$ cat src/rtl/oled_pkg.sv
// Shared SSD1306 command codes, frame geometry and FSM encodings for the OLED SPI driver.
// Latency: n/a (constants only).
// Backpressure: n/a.
package oled_pkg;

    localparam logic [7:0] DISPLAY_OFF   = 8'hAE;
    localparam logic [7:0] DISPLAY_ON    = 8'hAF;
    localparam logic [7:0] SET_COL_ADDR  = 8'h21;
    localparam logic [7:0] SET_PAGE_ADDR = 8'h22;
    localparam logic [7:0] CHARGE_PUMP   = 8'h8D;
    localparam logic [7:0] MEM_MODE      = 8'h20;

    localparam int FRAME_BYTES = 1024;
    localparam int ADDR_LEN    = 6;

    typedef enum logic [2:0] {
        RST_LOW,
        RST_WAIT,
        INIT_LOAD,
        ADDR_LOAD,
        FETCH,
        SHIFT,
        GAP
    } state_t;

    // What the byte currently on the wire is, so GAP knows how to advance.
    typedef enum logic [1:0] {
        KIND_INIT,
        KIND_ADDR,
        KIND_PIX
    } kind_t;

endpackage

$ cat src/rtl/oled_init_rom.sv
// Combinational init-list ROM; the 6-byte address window sits at offsets INIT_LEN..INIT_LEN+5.
// Latency: 0 clk (pure lookup).
// Backpressure: none.
module oled_init_rom #(
    parameter int INIT_LEN = 25
) (
    input  logic [4:0] addr,
    output logic [7:0] dat
);
    import oled_pkg::*;

    localparam logic [4:0] INIT_BASE = 5'(INIT_LEN);

    logic [4:0] off;

    always_comb begin
        off = addr - INIT_BASE;
        dat = 8'h00;
        if (addr < INIT_BASE) begin
            case (addr)
                5'd0:    dat = DISPLAY_OFF;
                5'd1:    dat = 8'hD5;
                5'd2:    dat = 8'h80;
                5'd3:    dat = 8'hA8;
                5'd4:    dat = 8'h3F;
                5'd5:    dat = 8'hD3;
                5'd6:    dat = 8'h00;
                5'd7:    dat = 8'h40;
                5'd8:    dat = CHARGE_PUMP;
                5'd9:    dat = 8'h14;
                5'd10:   dat = MEM_MODE;
                5'd11:   dat = 8'h00;       // horizontal addressing
                5'd12:   dat = 8'hA1;
                5'd13:   dat = 8'hC8;
                5'd14:   dat = 8'hDA;
                5'd15:   dat = 8'h12;
                5'd16:   dat = 8'h81;
                5'd17:   dat = 8'hCF;
                5'd18:   dat = 8'hD9;
                5'd19:   dat = 8'hF1;
                5'd20:   dat = 8'hDB;
                5'd21:   dat = 8'h40;
                5'd22:   dat = 8'hA4;
                5'd23:   dat = 8'hA6;
                5'd24:   dat = DISPLAY_ON;
                default: dat = 8'h00;
            endcase
        end else begin
            case (off)
                5'd0:    dat = SET_COL_ADDR;
                5'd1:    dat = 8'h00;
                5'd2:    dat = 8'h7F;
                5'd3:    dat = SET_PAGE_ADDR;
                5'd4:    dat = 8'h00;
                5'd5:    dat = 8'h07;
                default: dat = 8'h00;
            endcase
        end
    end

endmodule

$ cat src/rtl/oled_spi_driver.sv
// SSD1306 bring-up (reset pulse + init list) then endless frames of address window + 1024 pixel bytes.
// Latency: byte_counter leads data_in capture by 2 clk; each byte is 16*CLK_DIV SHIFT + CLK_DIV GAP clk.
// Backpressure: none; the upstream image controller must answer byte_counter within 1 clk.
module oled_spi_driver #(
    parameter int CLK_DIV      = 4,
    parameter int RESET_CYCLES = 270000,
    parameter int INIT_LEN     = 25
) (
    input  logic       clk,
    input  logic       rst_n,
    input  logic [7:0] data_in,
    output logic [9:0] byte_counter,
    output logic       oled_sclk,
    output logic       oled_sdin,
    output logic       oled_dc,
    output logic       oled_cs_n,
    output logic       oled_res_n,
    output logic       init_done,
    output logic       frame_done
);
    import oled_pkg::*;

    localparam int DIV_W = $clog2(CLK_DIV);
    localparam int RST_W = $clog2(RESET_CYCLES + 1);

    localparam logic [DIV_W-1:0] DIV_LAST  = DIV_W'(CLK_DIV - 1);
    localparam logic [RST_W-1:0] RST_LAST  = RST_W'(RESET_CYCLES - 1);
    localparam logic [4:0]       INIT_LAST = 5'(INIT_LEN - 1);
    localparam logic [4:0]       INIT_BASE = 5'(INIT_LEN);
    localparam logic [4:0]       ADDR_LAST = 5'(ADDR_LEN - 1);
    localparam logic [9:0]       PIX_LAST  = 10'(FRAME_BYTES - 1);

    state_t           state;
    state_t           state_nxt;
    kind_t            kind;
    logic [RST_W-1:0] reset_cnt;
    logic [DIV_W-1:0] div_cnt;
    logic [2:0]       bit_cnt;
    logic [7:0]       sreg;
    logic [4:0]       idx;
    logic [4:0]       rom_addr;
    logic [7:0]       rom_dat;
    logic [9:0]       pix_idx;
    logic             sclk_q;
    logic             dc_q;

    logic div_last;
    logic rst_last;
    logic fetch_last;
    logic bit_done;
    logic gap_end;
    logic last_init;
    logic last_addr;
    logic last_pix;
    logic counting;

    oled_init_rom #(
        .INIT_LEN (INIT_LEN)
    ) u_rom (
        .addr (rom_addr),
        .dat  (rom_dat)
    );

    assign div_last   = (div_cnt == DIV_LAST);
    assign rst_last   = (reset_cnt == RST_LAST);
    assign fetch_last = (div_cnt == DIV_W'(1));
    // bit_done marks the SCLK high->low transition, where the next bit is shifted out.
    assign bit_done   = (state == SHIFT) && div_last && sclk_q;
    assign gap_end    = (state == GAP) && div_last;
    assign last_init  = (idx == INIT_LAST);
    assign last_addr  = (idx == ADDR_LAST);
    assign last_pix   = (pix_idx == PIX_LAST);
    assign counting   = (state == FETCH) || (state == SHIFT) || (state == GAP);

    assign oled_sclk  = sclk_q;
    assign oled_sdin  = sreg[7];
    assign oled_dc    = dc_q;

    always_ff @(posedge clk or negedge rst_n) begin
        if (!rst_n) begin
            state <= RST_LOW;
        end else begin
            state <= state_nxt;
        end
    end

    always_comb begin
        state_nxt = state;
        case (state)
            RST_LOW:   if (rst_last) state_nxt = RST_WAIT;
            RST_WAIT:  if (rst_last) state_nxt = INIT_LOAD;
            INIT_LOAD: state_nxt = SHIFT;
            ADDR_LOAD: state_nxt = SHIFT;
            FETCH:     if (fetch_last) state_nxt = SHIFT;
            SHIFT:     if (bit_done && bit_cnt == 3'd7) state_nxt = GAP;
            GAP: begin
                if (div_last) begin
                    case (kind)
                        KIND_INIT: state_nxt = last_init ? ADDR_LOAD : INIT_LOAD;
                        KIND_ADDR: state_nxt = last_addr ? FETCH : ADDR_LOAD;
                        default:   state_nxt = last_pix ? ADDR_LOAD : FETCH;
                    endcase
                end
            end
            default:   state_nxt = RST_LOW;
        endcase
    end

    always_comb begin
        oled_res_n = (state != RST_LOW);
        oled_cs_n  = (state != SHIFT);
        rom_addr   = (kind == KIND_ADDR) ? (idx + INIT_BASE) : idx;
    end

    always_ff @(posedge clk or negedge rst_n) begin
        if (!rst_n) begin
            reset_cnt <= '0;
            div_cnt   <= '0;
            bit_cnt   <= '0;
            sclk_q    <= 1'b0;
            sreg      <= 8'h00;
        end else begin
            if ((state == RST_LOW || state == RST_WAIT) && !rst_last) begin
                reset_cnt <= reset_cnt + 1'b1;
            end else begin
                reset_cnt <= '0;
            end

            if (counting && state_nxt == state && !div_last) begin
                div_cnt <= div_cnt + 1'b1;
            end else begin
                div_cnt <= '0;
            end

            if (state == SHIFT) begin
                if (div_last) sclk_q <= ~sclk_q;
            end else begin
                sclk_q <= 1'b0;
            end

            if (bit_done) begin
                bit_cnt <= bit_cnt + 1'b1;
            end else if (state != SHIFT) begin
                bit_cnt <= '0;
            end

            if (state == INIT_LOAD || state == ADDR_LOAD) begin
                sreg <= rom_dat;
            end else if (state == FETCH && fetch_last) begin
                sreg <= data_in;
            end else if (bit_done) begin
                sreg <= {sreg[6:0], 1'b0};
            end
        end
    end

    // Byte bookkeeping: kind/dc change on entry to LOAD/FETCH so dc is stable through GAP.
    always_ff @(posedge clk or negedge rst_n) begin
        if (!rst_n) begin
            kind         <= KIND_INIT;
            dc_q         <= 1'b0;
            idx          <= '0;
            pix_idx      <= '0;
            byte_counter <= '0;
            init_done    <= 1'b0;
            frame_done   <= 1'b0;
        end else begin
            frame_done <= 1'b0;

            if (state_nxt != state) begin
                case (state_nxt)
                    INIT_LOAD: begin kind <= KIND_INIT; dc_q <= 1'b0; end
                    ADDR_LOAD: begin kind <= KIND_ADDR; dc_q <= 1'b0; end
                    FETCH:     begin kind <= KIND_PIX;  dc_q <= 1'b1; end
                    default: ;
                endcase
            end

            if (gap_end && state_nxt == FETCH) begin
                byte_counter <= (kind == KIND_PIX) ? (pix_idx + 1'b1) : 10'd0;
            end

            if (gap_end) begin
                case (kind)
                    KIND_INIT: begin
                        if (last_init) begin
                            idx       <= '0;
                            init_done <= 1'b1;
                        end else begin
                            idx <= idx + 1'b1;
                        end
                    end
                    KIND_ADDR: begin
                        if (last_addr) begin
                            idx     <= '0;
                            pix_idx <= '0;
                        end else begin
                            idx <= idx + 1'b1;
                        end
                    end
                    default: begin
                        pix_idx <= pix_idx + 1'b1;
                        if (last_pix) frame_done <= 1'b1;
                    end
                endcase
            end
        end
    end

endmodule

$ cat config.mk
export PLATFORM = sky130hd
export DESIGN_NAME = oled_spi_driver
export DESIGN_NICKNAME = d
export VERILOG_FILES = /design/src/rtl/oled_pkg.sv /design/src/rtl/oled_init_rom.sv /design/src/rtl/oled_spi_driver.sv
export SDC_FILE = /design/constraint.sdc
export NUM_CORES = 1
export LEC_CHECK = 0
export ABC_AREA = 1
export BUFFER_PORTS_ARGS = -buffer_cell sky130_fd_sc_hd__buf_2
export CAP_MARGIN = 20
export CORE_MARGIN = 1
export CORE_UTILIZATION = 55
export DETAILED_ROUTE_END_ITERATION = 6
export GPL_TIMING_DRIVEN = 0
export PLACE_DENSITY = 0.71
export SYNTH_ARGS = -nofsm -noshare
export SYNTH_HDL_FRONTEND = slang
export SYNTH_SLANG_ARGS = --single-unit
$ cat constraint.sdc
create_clock -name clk -period 2.9 [get_ports clk]
set_clock_uncertainty 0.2 [all_clocks]
set_input_delay 0.58 -clock clk [delete_from_list [all_inputs] [get_ports clk]]
set_output_delay 0.58 -clock clk [all_outputs]
set_load 0.05 [all_outputs]
## After elaboration in Yosys (flattened, before gate mapping)

Memories as Yosys holds them, arrays and structs flattened.
Cells that the tools add are included.

| cells by class | value |
|---|---|
| reductions and logical operators | 32 |
| bitwise logic cells | 2 |
| $add $sub $neg | 7 |
| muxes and demuxes | 33 |
| $lt $le $gt $ge | 1 |
| equal/unequal tests | 26 |

Operators with widths:

| operator | number |
|---|---|
| $mux W8 | 4 |
| $pmux W7 S4 | 1 |
| $mux W3 | 9 |
| $mux W10 | 2 |
| $pmux W10 S2 | 1 |
| $add A19 B1 Y19 const B | 1 |
| $eq A19 B19 Y1 const B | 1 |
| $mux W19 | 1 |
| $pmux W3 S6 | 1 |
| $eq A3 B3 Y1 const B | 5 |
| $mux W5 | 3 |
| $eq A3 B2 Y1 const B | 4 |
| $add A10 B1 Y10 const B | 1 |
| $eq A10 B10 Y1 const B | 1 |
| $eq A5 B2 Y1 const B | 2 |
| $eq A5 B3 Y1 const B | 2 |
| $pmux W5 S2 | 1 |
| $logic_and A1 B1 Y1 | 9 |
| $reduce_bool A3 Y1 | 3 |
| $mux W1 | 6 |
| $pmux W2 S3 | 1 |
| $pmux W3 S2 | 1 |
| $reduce_and A2 Y1 | 3 |
| $reduce_and A3 Y1 | 2 |
| 24 further kinds | 36 |

| word-level totals | value |
|---|---|
| ROM bits | 256 |
| bits of input ports | 10 |
| bits in registers | 66 |
| memories | 1 |
| word-level logic and storage cells | 115 |
| output and inout bits | 17 |

Memory list:

| name | words | width | read ports | clocked after memory_dff | write ports | line | text |
|---|---|---|---|---|---|---|---|
| (no name shown) | 32 | 8 | 1 | 0 | 0 | oled_init_rom.sv:20 | `case (addr)` |

## Longest topological paths before layout

Gate-level depths: netlist of the first run.

| logic depth | value |
|---|---|
| word-level depth | 10 |
| mapped depth | 16 |
| mapped depth without buffers | 15 |

## Modules after synthesis

Synthesis of the first run repeated with hierarchy kept, for this count alone.

| second synthesis, totals | value |
|---|---|
| cells, all modules | 552 |
| area total of the unflattened synthesis | 4179.0 sq um |

By module, submodules not included:

| module | times used | cells an instance | seq. area each (sq um) | area each (sq um) |
|---|---|---|---|---|
| oled_spi_driver | 1 | 442 | 1651.6 | 3517.1 |
| oled_init_rom | 1 | 110 | 0.0 | 661.9 |

## Worst setup path after synthesis of the first run

Ideal clock, no wire load.

| timing path | value |
|---|---|
| kind | register -> register |
| start point | reg idx[0] |
| end point | reg sreg[0] |
| stages on the path, launching flop included | 12 |
| path buffers | 0 |
| setup time | 127 ps |
| arrival time | 2160 ps |
| required time | 2573 ps |
| period minus slack after synthesis | 2487 ps |
| path slack | 413 ps |
| cells stage by stage | dfrtp_1 inv_1 ha_1 o21ai_2 ha_1 ha_1 nand3_2 nor2_2 nor2_2 nand2_1 o21ai_1 nand3_1 |

| on the way | value |
|---|---|
| longest elaborated chain between the ends | 7 |
| elaborated cells between the ends (all ways) | 12 |
| classes of those cells | add/sub: 2; order compare: 1; eq/ne: 3; mux: 4; reduce/logical: 1; memory: 1 |

Ends and longest elaborated chain:

| item | line | text |
|---|---|---|
| start: declaration | oled_spi_driver.sv:40 | `logic [4:0] idx;` |
| start signal: assignment | oled_spi_driver.sv:190 | `idx <= idx + 1'b1;` |
| start signal: assignment | oled_spi_driver.sv:198 | `idx <= idx + 1'b1;` |
| $add A5 B5 Y5 | oled_spi_driver.sv:112 | `rom_addr = (kind == KIND_ADDR) ? (idx + INIT_BASE) : idx;` |
| $mux W5 (*) | oled_spi_driver.sv:112 |  |
| $sub A5 B5 Y5 | oled_init_rom.sv:17 | `off = addr - INIT_BASE;` |
| $eq A5 B3 Y1 (tied with other cells) | oled_init_rom.sv:49 | `case (off)` |
| $pmux W7 S4 | oled_init_rom.sv:49 |  |
| $mux W8 (*) | oled_init_rom.sv:19 | `if (addr < INIT_BASE) begin` |
| $mux W8 (*) | oled_spi_driver.sv:147 | `if (state == INIT_LOAD \|\| state == ADDR_LOAD) begin` |
| end signal: assignment | oled_spi_driver.sv:148 | `sreg <= rom_dat;` |
| end signal: assignment | oled_spi_driver.sv:150 | `sreg <= data_in;` |
| end signal: assignment | oled_spi_driver.sv:152 | `sreg <= {sreg[6:0], 1'b0};` |
| end: declaration | oled_spi_driver.sv:39 | `logic [7:0] sreg;` |

Mark *: on every way between the ends. The rest lies on a longest branch, timed or not.
A chain may end at the register's enable or synchronous reset.

## Final worst setup path of the first run

| timing path | value |
|---|---|
| start point | reg idx[1] |
| end point | reg sreg[0] |

Same word-level chain as after synthesis.

==> impl_metrics.yaml, run 1 <==
timing:
  fin_ws_ns: 0.239
  grt_setup_unrepaired: "false"
  tightest_slew_ns: 0.812
  relSlewSlack_pct: 45.9
  setup_viol: 0
  tns_ns: 0
  slew_viol_final: 0
  fmax_ghz: 0.376
  period_share_pct: 91.7
  finalHoldViolations: 0
  fin_crit_ns: 2.66
routing:
  viasPerCell: 5.38
  vias: 3830
  wl_mm: 9.35
  drt_first_iter_violations: 215
  dr.pass1.iters: 5
  route.detailed.drc: 0
  ant_nets: 0
  post_drt_wl_per_cell_um: 13.1
die:
  die_w_um: 89.6
  rows: 31
  core_area_um2: 7330
  io_pins: 27
  die_height_um: 89.6
  start_util_pct: 57.5
  die-area_um2: 8020
power_and_ir_drop:
  power.density_nw_per_um2: 382
  peakVddDrop_mv: 0.308
  power.leakage_nw: 2.28
placed_design:
  placedCellCount: 696
  place_ws_ns: -0.00585
  placed_cell_area_um2: 4470
  dp_hpwl_mm: 6.78
  io_buffers: 26
  gp_congestion: 0.863
worst_setup_path:
  critPathMaxStageDelay_ns: 0.44
  crit_top_cell: "nand2_1"
  worstPathRequired_ns: 2.92
  cp.arrival_ns: 2.68
  cp-end-kind: "flip-flop"
  path_buf_inv: 1
  critPathLaunchType: "flip-flop"
  worstSetupPathType: "flip-flop to flip-flop"
  r2r_cells: 13
  crit_chain: "inv_1 > ha_1 > o21ai_4 > ha_4 > nand2_2 > nand2_1 > nand2_1 > nand3_1 > nor2_2 > nor2_2 > nand2_1 > o21ai_1 > nand3_1"
  path_max_fanout: 7
  timing.rr.start: "idx[1]"
  crit_slowest_cell: "dfrtp_1"
  cp_top_family: "simple AND/OR/NAND/NOR gates"
  r2r_slack_ns: 0.24
  rr_endpoint: "sreg[0]"
global_route:
  grt_pass1_wl_mm: 15.6
  grt_max_degree: 67
  grt_overflow: 0
  antenna_found_initial: 0
  grt_pass1_vias: 3479
  grt_use_total_pct: 25.2
clock_tree:
  insertion_delay_ns: 0.35
  clk_pin_slew_ns: 0.08
  post_cts_buffers: 0
  root_buffer: "clkbuf_8"
  cts_tree: "built"
  cts_made_buffers: 9
  ctsLongestPathBuffers: 2
  htreeDepth: 3
  clock-sinks: 66
  hold_buffers: 0
run:
  max_cap_violations: 0
cells_and_area:
  final_area_um2: 4710
  final_util_pct: 64.3
  area_delta_synth_final_pct: 11.8
  drive_gt1_share_pct: 14.4
  layoutNonFillerInstCount: 712
  nets: 636
  diodes: 0
synthesis:
  seq_area_frac_synth_pct: 39.2
  netlist_instances: 571
  synth_fp_nets: 599
  ys_seq_elements: 66
  synth_top_area_cell: "dfrtp_1"
  synth_cell_types: 38
  avgSynthCellArea_um2: 7.38
  synth.area.top_cells: "dfrtp_1, nand2_1, nor2_1"
  synth_area_um2: 4220
  yosysWarnings: 0
  synth_top_cell_area_share_pct: 39.2
hold_path:
  hold_class: "primary input to asynchronous set/reset pin"
outcome:
  status: "finished, final reports clean"
-- worst reg2reg max path, delay by kind of cell, from the launching register on --
family          cells  cell delay, ns
compound gates      2            0.47
fa+ha+maj           2            0.55
flops               1            0.44
buf+inv             1            0.13
simple gates        8            0.75
-- metal layers --
metal  part of all wire (%)  global-route usage, %  wire length (um)
met3                    4.9                   6.19               462
met5                      0                      0                 0
met1                     48                   35.2              4530
met4                   0.83                   5.48                78
met2                     46                   39.7              4280
-- registers in the layout (all words and copies together), names as in the netlist --
register	flops
state	3
idx	5
pix_idx	10
reset_cnt	19
byte_counter	10
div_cnt	2
oled_dc	1
frame_done	1
sreg	8
bit_cnt	3
oled_sclk	1
init_done	1
kind	2
-- power breakdown --
group          internal [mW]  leakage [nW]  switching [mW]
clock network          0.482         0.105           0.375
registers              0.920         0.865               0
logic                0.00463          1.31          0.0184
total                   1.41          2.28           0.393
-- cells in the mapped netlist, drive strengths merged --
master / number
and2: 2
nand3: 51
nand2: 151
buf: 8
nand4: 17
o21ai: 31
ha: 18
clkinv: 1
nor3: 13
o21bai: 1
o211ai: 1
a22oi: 1
a31oi: 3
nor4: 2
or2: 1
xor2: 8
clkbuf: 2
a21oi: 34
nor2: 84
inv: 62
o22ai: 12
dfrtp: 66
xnor2: 2
-- layout by cell type (no fill, tap or decap), types with 3 or more instances in the layout --
cell type / count
o21ai_0: 26
o21ai_1: 3
buf_2: 27
nor3_1: 13
nand2_1: 141
xor2_1: 8
inv_1: 56
nor2_2: 6
nand2_2: 8
ha_1: 17
nand4_1: 16
buf_6: 5
nand3_1: 46
dfrtp_1: 65
inv_2: 6
clkbuf_8: 9
nor2_1: 75
nand3_2: 4
a21oi_1: 32
a31oi_1: 3
clkinv_2: 3
o22ai_1: 12
-- cells by family (layout without fill, tap and decap cells) --
family,Yosys count,after routing,share of synthesized area [%]
compound gates,83,83,11.0
buf+inv,73,115,7.57
xor+xnor,10,10,2.08
flops,66,66,39.2
simple gates,321,321,34.8
fa+ha+maj,18,18,5.34
-- area by class of cell --
cell class	count	area (um^2)
flip-flops and latches	66	1650
inverters	63	238
fillers	682	2620
repair buffers	26	133
clock buffers	9	124
clock inverters	7	93.8
plain buffers	10	81.3
well taps	99	124
multi-input cells	432	2270
-- per-stage QoR --
| stage | hold slack (ns) | total power, mW |
|---|---|---|
| global placement | 0.251 | 0.962 |
| detailed placement | 0.249 | 0.962 |
| global route | 0.191 | 1.86 |
| finish | 0.115 | 1.80 |
| CTS | 0.153 | 1.82 |
| floorplan | 0.0844 | 0.938 |
-- repair_timing --
| item | in CTS | in global routing |
|---|---|---|
| hold endpoints to repair | 0 | 0 |
| pin swaps | 0 | 1 |
| endpoints found under the setup margin | 1 | 7 |
| resized for setup | 1 | 3 |
-- how the worst max path moves through the flow --
stage                start       to  cells past startpoint
global route        idx[1]  sreg[0]                     13
CTS                 idx[0]  sreg[0]                     11
detailed placement  idx[0]  sreg[0]                     11
global placement    idx[0]  sreg[0]                     11
finish              idx[1]  sreg[0]                     13
floorplan           idx[0]  sreg[0]                     11
Note: power is estimated with default switching activity, not from simulation.
==> run 2: changes to the inputs <==
CORE_MARGIN = 3   (was 1)
==> impl_metrics.yaml, run 2 (synthesis results as in run 1) <==
outcome:
  status: "finished, final reports clean"
worst_setup_path:
  cp-end-kind: "flip-flop"
  critPathLaunchType: "flip-flop"
  timing.rr.start: "idx[1]"
  startpoint: "idx[1]"
  r2r_slack_ns: 0.14
  crit_chain: "inv_1 > ha_1 > o21ai_4 > ha_2 > ha_1 > nand3_2 > nor2_2 > nor2_2 > nand2_1 > o21ai_1 > nand3_1"
  cp.arrival_ns: 2.77
  crit_slowest_cell: "dfrtp_1"
  path_max_fanout: 7
  r2r_cells: 11
  worstPathRequired_ns: 2.91
  rr_endpoint: "sreg[0]"
  endpoint: "sreg[0]"
  worstSetupPathType: "flip-flop to flip-flop"
  critPathMaxStageDelay_ns: 0.44
cells_and_area:
  fillers: 695
  top_register: "reset_cnt"
  biggestRegsByFlops: "reset_cnt x19, byte_counter x10, pix_idx x10"
  final_cell_mix: "nand2_1, nor2_1, dfrtp_1"
  layout_commonest_cell: "nand2_1"
  area_delta_synth_final_pct: 10.8
  final_util_pct: 63.7
  diodes: 0
  layoutNonFillerInstCount: 712
  largest_reg_flops: 19
  nets: 636
  drive_gt1_share_pct: 13.9
timing:
  tightest_slew_ns: 0.816
  period_share_pct: 95.1
  fmax_ghz: 0.363
  fin_ws_ns: 0.143
  setup_viol: 0
  tns_ns: 0
  relSlewSlack_pct: 45.6
  slew_viol_final: 0
  finalHoldViolations: 0
  fin_crit_ns: 2.76
global_route:
  grt_use_total_pct: 22.3
  grt_pass1_vias: 3479
  grt_overflow: 0
  grt_max_degree: 67
  grt_pass1_wl_mm: 15.8
  antenna_found_initial: 0
die:
  die_height_um: 93.6
  die-area_um2: 8750
  die_w_um: 93.6
  io_pins: 27
  rows: 31
  core_area_um2: 7330
  start_util_pct: 57.5
routing:
  drt_first_iter_violations: 226
  viasPerCell: 5.28
  dr.max_layer_used: "met4"
  post_drt_wl_per_cell_um: 12.7
  vias: 3762
  dr_wl_met2_mm: 4.05
  wl_met1_mm: 4.53
  wl_mm: 9.07
  ant_nets: 0
  wl_met3_um: 374
  dr.pass1.iters: 5
  route.detailed.drc: 0
placed_design:
  place_ws_ns: -0.0129
  dp_hpwl_mm: 6.69
  gp_congestion: 0.896
  placedCellCount: 696
  io_buffers: 26
power_and_ir_drop:
  clkPwrFrac_pct: 44.7
  totalPowerFinal_mw: 1.70
  peakVddDrop_mv: 0.305
  switching_share_pct: 22.2
  switchingPower_uw: 379
  power.leakage_nw: 2.26
  sequentialPowerShare_pct: 54.0
  power.density_nw_per_um2: 365
  comb_power_share_pct: 1.4
  power.internal_mw: 1.32
clock_tree:
  root_buffer: "clkbuf_8"
  cts_made_buffers: 9
  insertion_delay_ns: 0.34
  htreeDepth: 3
  clk_pin_slew_ns: 0.08
  hold_buffers: 0
  ctsLongestPathBuffers: 2
  clock-sinks: 66
  cts_tree: "built"
run:
  max_cap_violations: 0
hold_path:
  hold_class: "primary input to asynchronous set/reset pin"
-- run 2: changes by cell type in the layout (fill, tap and decap cells not counted) --
| cell | before | now |
|---|---|---|
| clkbuf_1 | 2 | 5 |
| bufinv_16 | 2 | 1 |
| ha_4 | 1 | 0 |
| clkinv_4 | 1 | 0 |
| inv_6 | 0 | 1 |
| clkinvlp_4 | 2 | 1 |
| clkinv_2 | 3 | 2 |
| ha_2 | 0 | 1 |
-- run 2: power groups by stage --
| stage | Clock, mW | Combinational, mW | Sequential (mW) |
|---|---|---|---|
| CTS | 0.778 | 0.0248 | 0.920 |
| detailed placement | 0 | 0.0248 | 0.938 |
| floorplan | 0 | 0.0000993 | 0.938 |
| global route | 0.817 | 0.0276 | 0.919 |
| global placement | 0 | 0.0247 | 0.938 |
| finish | 0.761 | 0.0230 | 0.920 |
-- run 2: what timing repair did --
item | in CTS | in global routing
gates resized for setup | 1 | 2
setup endpoints to repair | 1 | 7
buffers inserted | 0 | 0
-- run 2: cell type report --
type,count,area [um^2],share of cell area [%]
multi-input cells,432,2260,48.3
clock inverters,4,51.3,1.10
inverters,63,238,5.09
flip-flops and latches,66,1650,35.4
plain buffers,10,81.3,1.74
well taps,99,124,2.65
repair buffers,26,133,2.84
clock buffers,12,135,2.89
-- run 2: worst min path at each step --
stage	to	slack, ns	cells after the start
2_1_floorplan	bit_cnt[0]	0.08	0
3_3_place_gp	reset_cnt[0]	0.25	1
3_5_place_dp	reset_cnt[0]	0.26	1
4_1_cts	byte_counter[7]	0.16	1
5_1_grt	byte_counter[7]	0.18	1
6_report	byte_counter[7]	0.12	1
-- run 2: metal layers --
layer,vias up,GRT usage [%]
met1,1729,32.1
li1,1946,-
met5,-,0
met2,75,34.1
met4,0,6.02
met3,12,4.59
-- run 2: per-stage QoR --
| step | area [um^2] | hold slack (ns) |
|---|---|---|
| after floorplan | 4220 | 0.0844 |
| after global placement | 4470 | 0.248 |
| after detailed placement | 4470 | 0.256 |
| after CTS | 4660 | 0.158 |
| after global routing | 4670 | 0.184 |
| final | 4670 | 0.119 |
-- run 2: worst max-delay path: cells and delay by family (launching register included) --
kind / cells / cell delay [ns]
buf+inv: 1 / 0.12
flops: 1 / 0.44
simple gates: 5 / 0.49
fa+ha+maj: 3 / 0.92
compound gates: 2 / 0.46
==> run 3: changes to the inputs <==
CELL_PAD_IN_SITES_DETAIL_PLACEMENT = 0   (was unset)
CELL_PAD_IN_SITES_GLOBAL_PLACEMENT = 1   (was unset)
CORE_UTILIZATION = 45   (was 55)
PLACE_DENSITY = 0.78   (was 0.71)
==> impl_metrics.yaml, run 3 (synthesis results as in run 1) <==
timing:
  grt_setup_unrepaired: "false"
  fin_ws_ns: 0.231
  relSlewSlack_pct: 44.6
  fin_crit_ns: 2.67
  setup_viol: 0
  finalHoldWorstSlack_ns: 0.130
  tightest_slew_ns: 0.830
  fmax_ghz: 0.375
  slew_viol_final: 0
  finalHoldViolations: 0
  period_share_pct: 92.0
  tns_ns: 0
global_route:
  grt_pass1_wl_mm: 16.9
  grt_max_degree: 67
  grt_pass1_vias: 3565
  grt_overflow: 0
  antenna_found_initial: 0
  grt_use_total_pct: 19.8
cells_and_area:
  biggestRegsByFlops: "reset_cnt x19, byte_counter x10, pix_idx x10"
  final_area_um2: 4730
  top_register: "reset_cnt"
  drive_gt1_share_pct: 14.2
  fillers: 859
  area_delta_synth_final_pct: 12.2
  largest_reg_flops: 19
  multiInputGateArea_um2: 2270
  layout_commonest_cell: "nand2_1"
  final_util_pct: 53.2
  nets: 636
  seqCellArea_um2: 1650
  layoutNonFillerInstCount: 720
  final_cell_mix: "nand2_1, nor2_1, dfrtp_1"
  diodes: 0
routing:
  drt_first_iter_violations: 204
  vias: 3729
  wl_mm: 9.59
  dr.pass1.iters: 5
  route.detailed.drc: 0
  viasPerCell: 5.18
  post_drt_wl_per_cell_um: 13.3
  ant_nets: 0
worst_setup_path:
  crit_slowest_cell: "dfrtp_1"
  worstSetupPathType: "flip-flop to flip-flop"
  critPathMaxStageDelay_ns: 0.44
  path_buf_inv: 1
  cp-end-kind: "flip-flop"
  r2r_cells: 13
  rr_endpoint: "sreg[0]"
  worstPathRequired_ns: 2.92
  timing.rr.start: "idx[1]"
  crit_top_cell: "nand2_1"
  startpoint: "idx[1]"
  cp_top_family: "simple AND/OR/NAND/NOR gates"
  crit_chain: "inv_1 > ha_1 > o21ai_4 > ha_4 > nand2_2 > nand2_1 > nand2_1 > nand3_1 > nor2_2 > nor2_2 > nand2_1 > o21ai_1 > nand3_1"
  cp.arrival_ns: 2.68
  path_max_fanout: 7
  critPathLaunchType: "flip-flop"
  r2r_slack_ns: 0.23
clock_tree:
  ctsLongestPathBuffers: 2
  clk_pin_slew_ns: 0.08
  clock-sinks: 66
  insertion_delay_ns: 0.34
  hold_buffers: 0
  post_cts_buffers: 0
  ctsResizeCount: 1
  cts_made_buffers: 9
  root_buffer: "clkbuf_8"
  htreeDepth: 3
  cts_tree: "built"
power_and_ir_drop:
  peakVddDrop_mv: 0.176
  power.leakage_nw: 2.29
  totalPowerFinal_mw: 1.84
  power.density_nw_per_um2: 388
die:
  die_height_um: 103
  start_util_pct: 47.4
  core_area_um2: 8890
  io_pins: 27
  rows: 34
  die_w_um: 103
  die-area_um2: 10600
placed_design:
  place_ws_ns: -0.00269
  io_buffers: 26
  dp_hpwl_mm: 7.03
  gp_congestion: 0.866
  placed_cell_area_um2: 4480
  placedCellCount: 705
hold_path:
  hold_class: "primary input to asynchronous set/reset pin"
outcome:
  status: "finished, final reports clean"
run:
  max_cap_violations: 0
run 3: cell types whose count changed in the layout (fill, tap and decap cells not counted):
cell / change
clkbuf_1: -3
ha_2: -1
ha_4: +1
clkbuf_8: +2
clkinvlp_4: -1
bufinv_16: +1
run 3: layer usage:
metal  up-vias  track usage (%)  part of all wire [%]
li1       1946                -                     -
met1      1706             29.9                    53
met2        67             29.5                    43
met3        10             2.77                   3.0
met4         0             5.98                   1.1
met5         -                0                     0
run 3: worst reg2reg max path, stage by stage (launching register included):
cell and delay [ns]:
dfrtp_1 0.44, inv_1 0.12, ha_1 0.33, o21ai_4 0.29, ha_4 0.22, nand2_2 0.09
nand2_1 0.09, nand2_1 0.10, nand3_1 0.10, nor2_2 0.05, nor2_2 0.15, nand2_1 0.09
o21ai_1 0.18, nand3_1 0.09
run 3: where the power goes:
group          leakage [nW]  internal (mW)  switching [mW]
clock                 0.116          0.528           0.365
sequential            0.865          0.920               0
combinational          1.31        0.00462          0.0187
run 3: final cells by class:
class,count,share of cell area (%)
inverter,63,5.03
clock buffer,11,3.20
multi-input combinational,432,47.9
sequential,66,34.9
buffer,10,1.72
tap,108,2.86
clock inverter,4,1.56
timing repair buffer,26,2.80
run 3: worst max-delay path by stage:
| stage | to | slack (ns) | cells after the start |
|---|---|---|---|
| 5_1_grt | sreg[0] | 0.0003 | 13 |
| 4_1_cts | sreg[0] | 0.04 | 11 |
| 3_5_place_dp | sreg[0] | -0.003 | 11 |
| 6_report | sreg[0] | 0.23 | 13 |
| 3_3_place_gp | sreg[0] | 0.04 | 11 |
| 2_1_floorplan | sreg[0] | 0.41 | 11 |
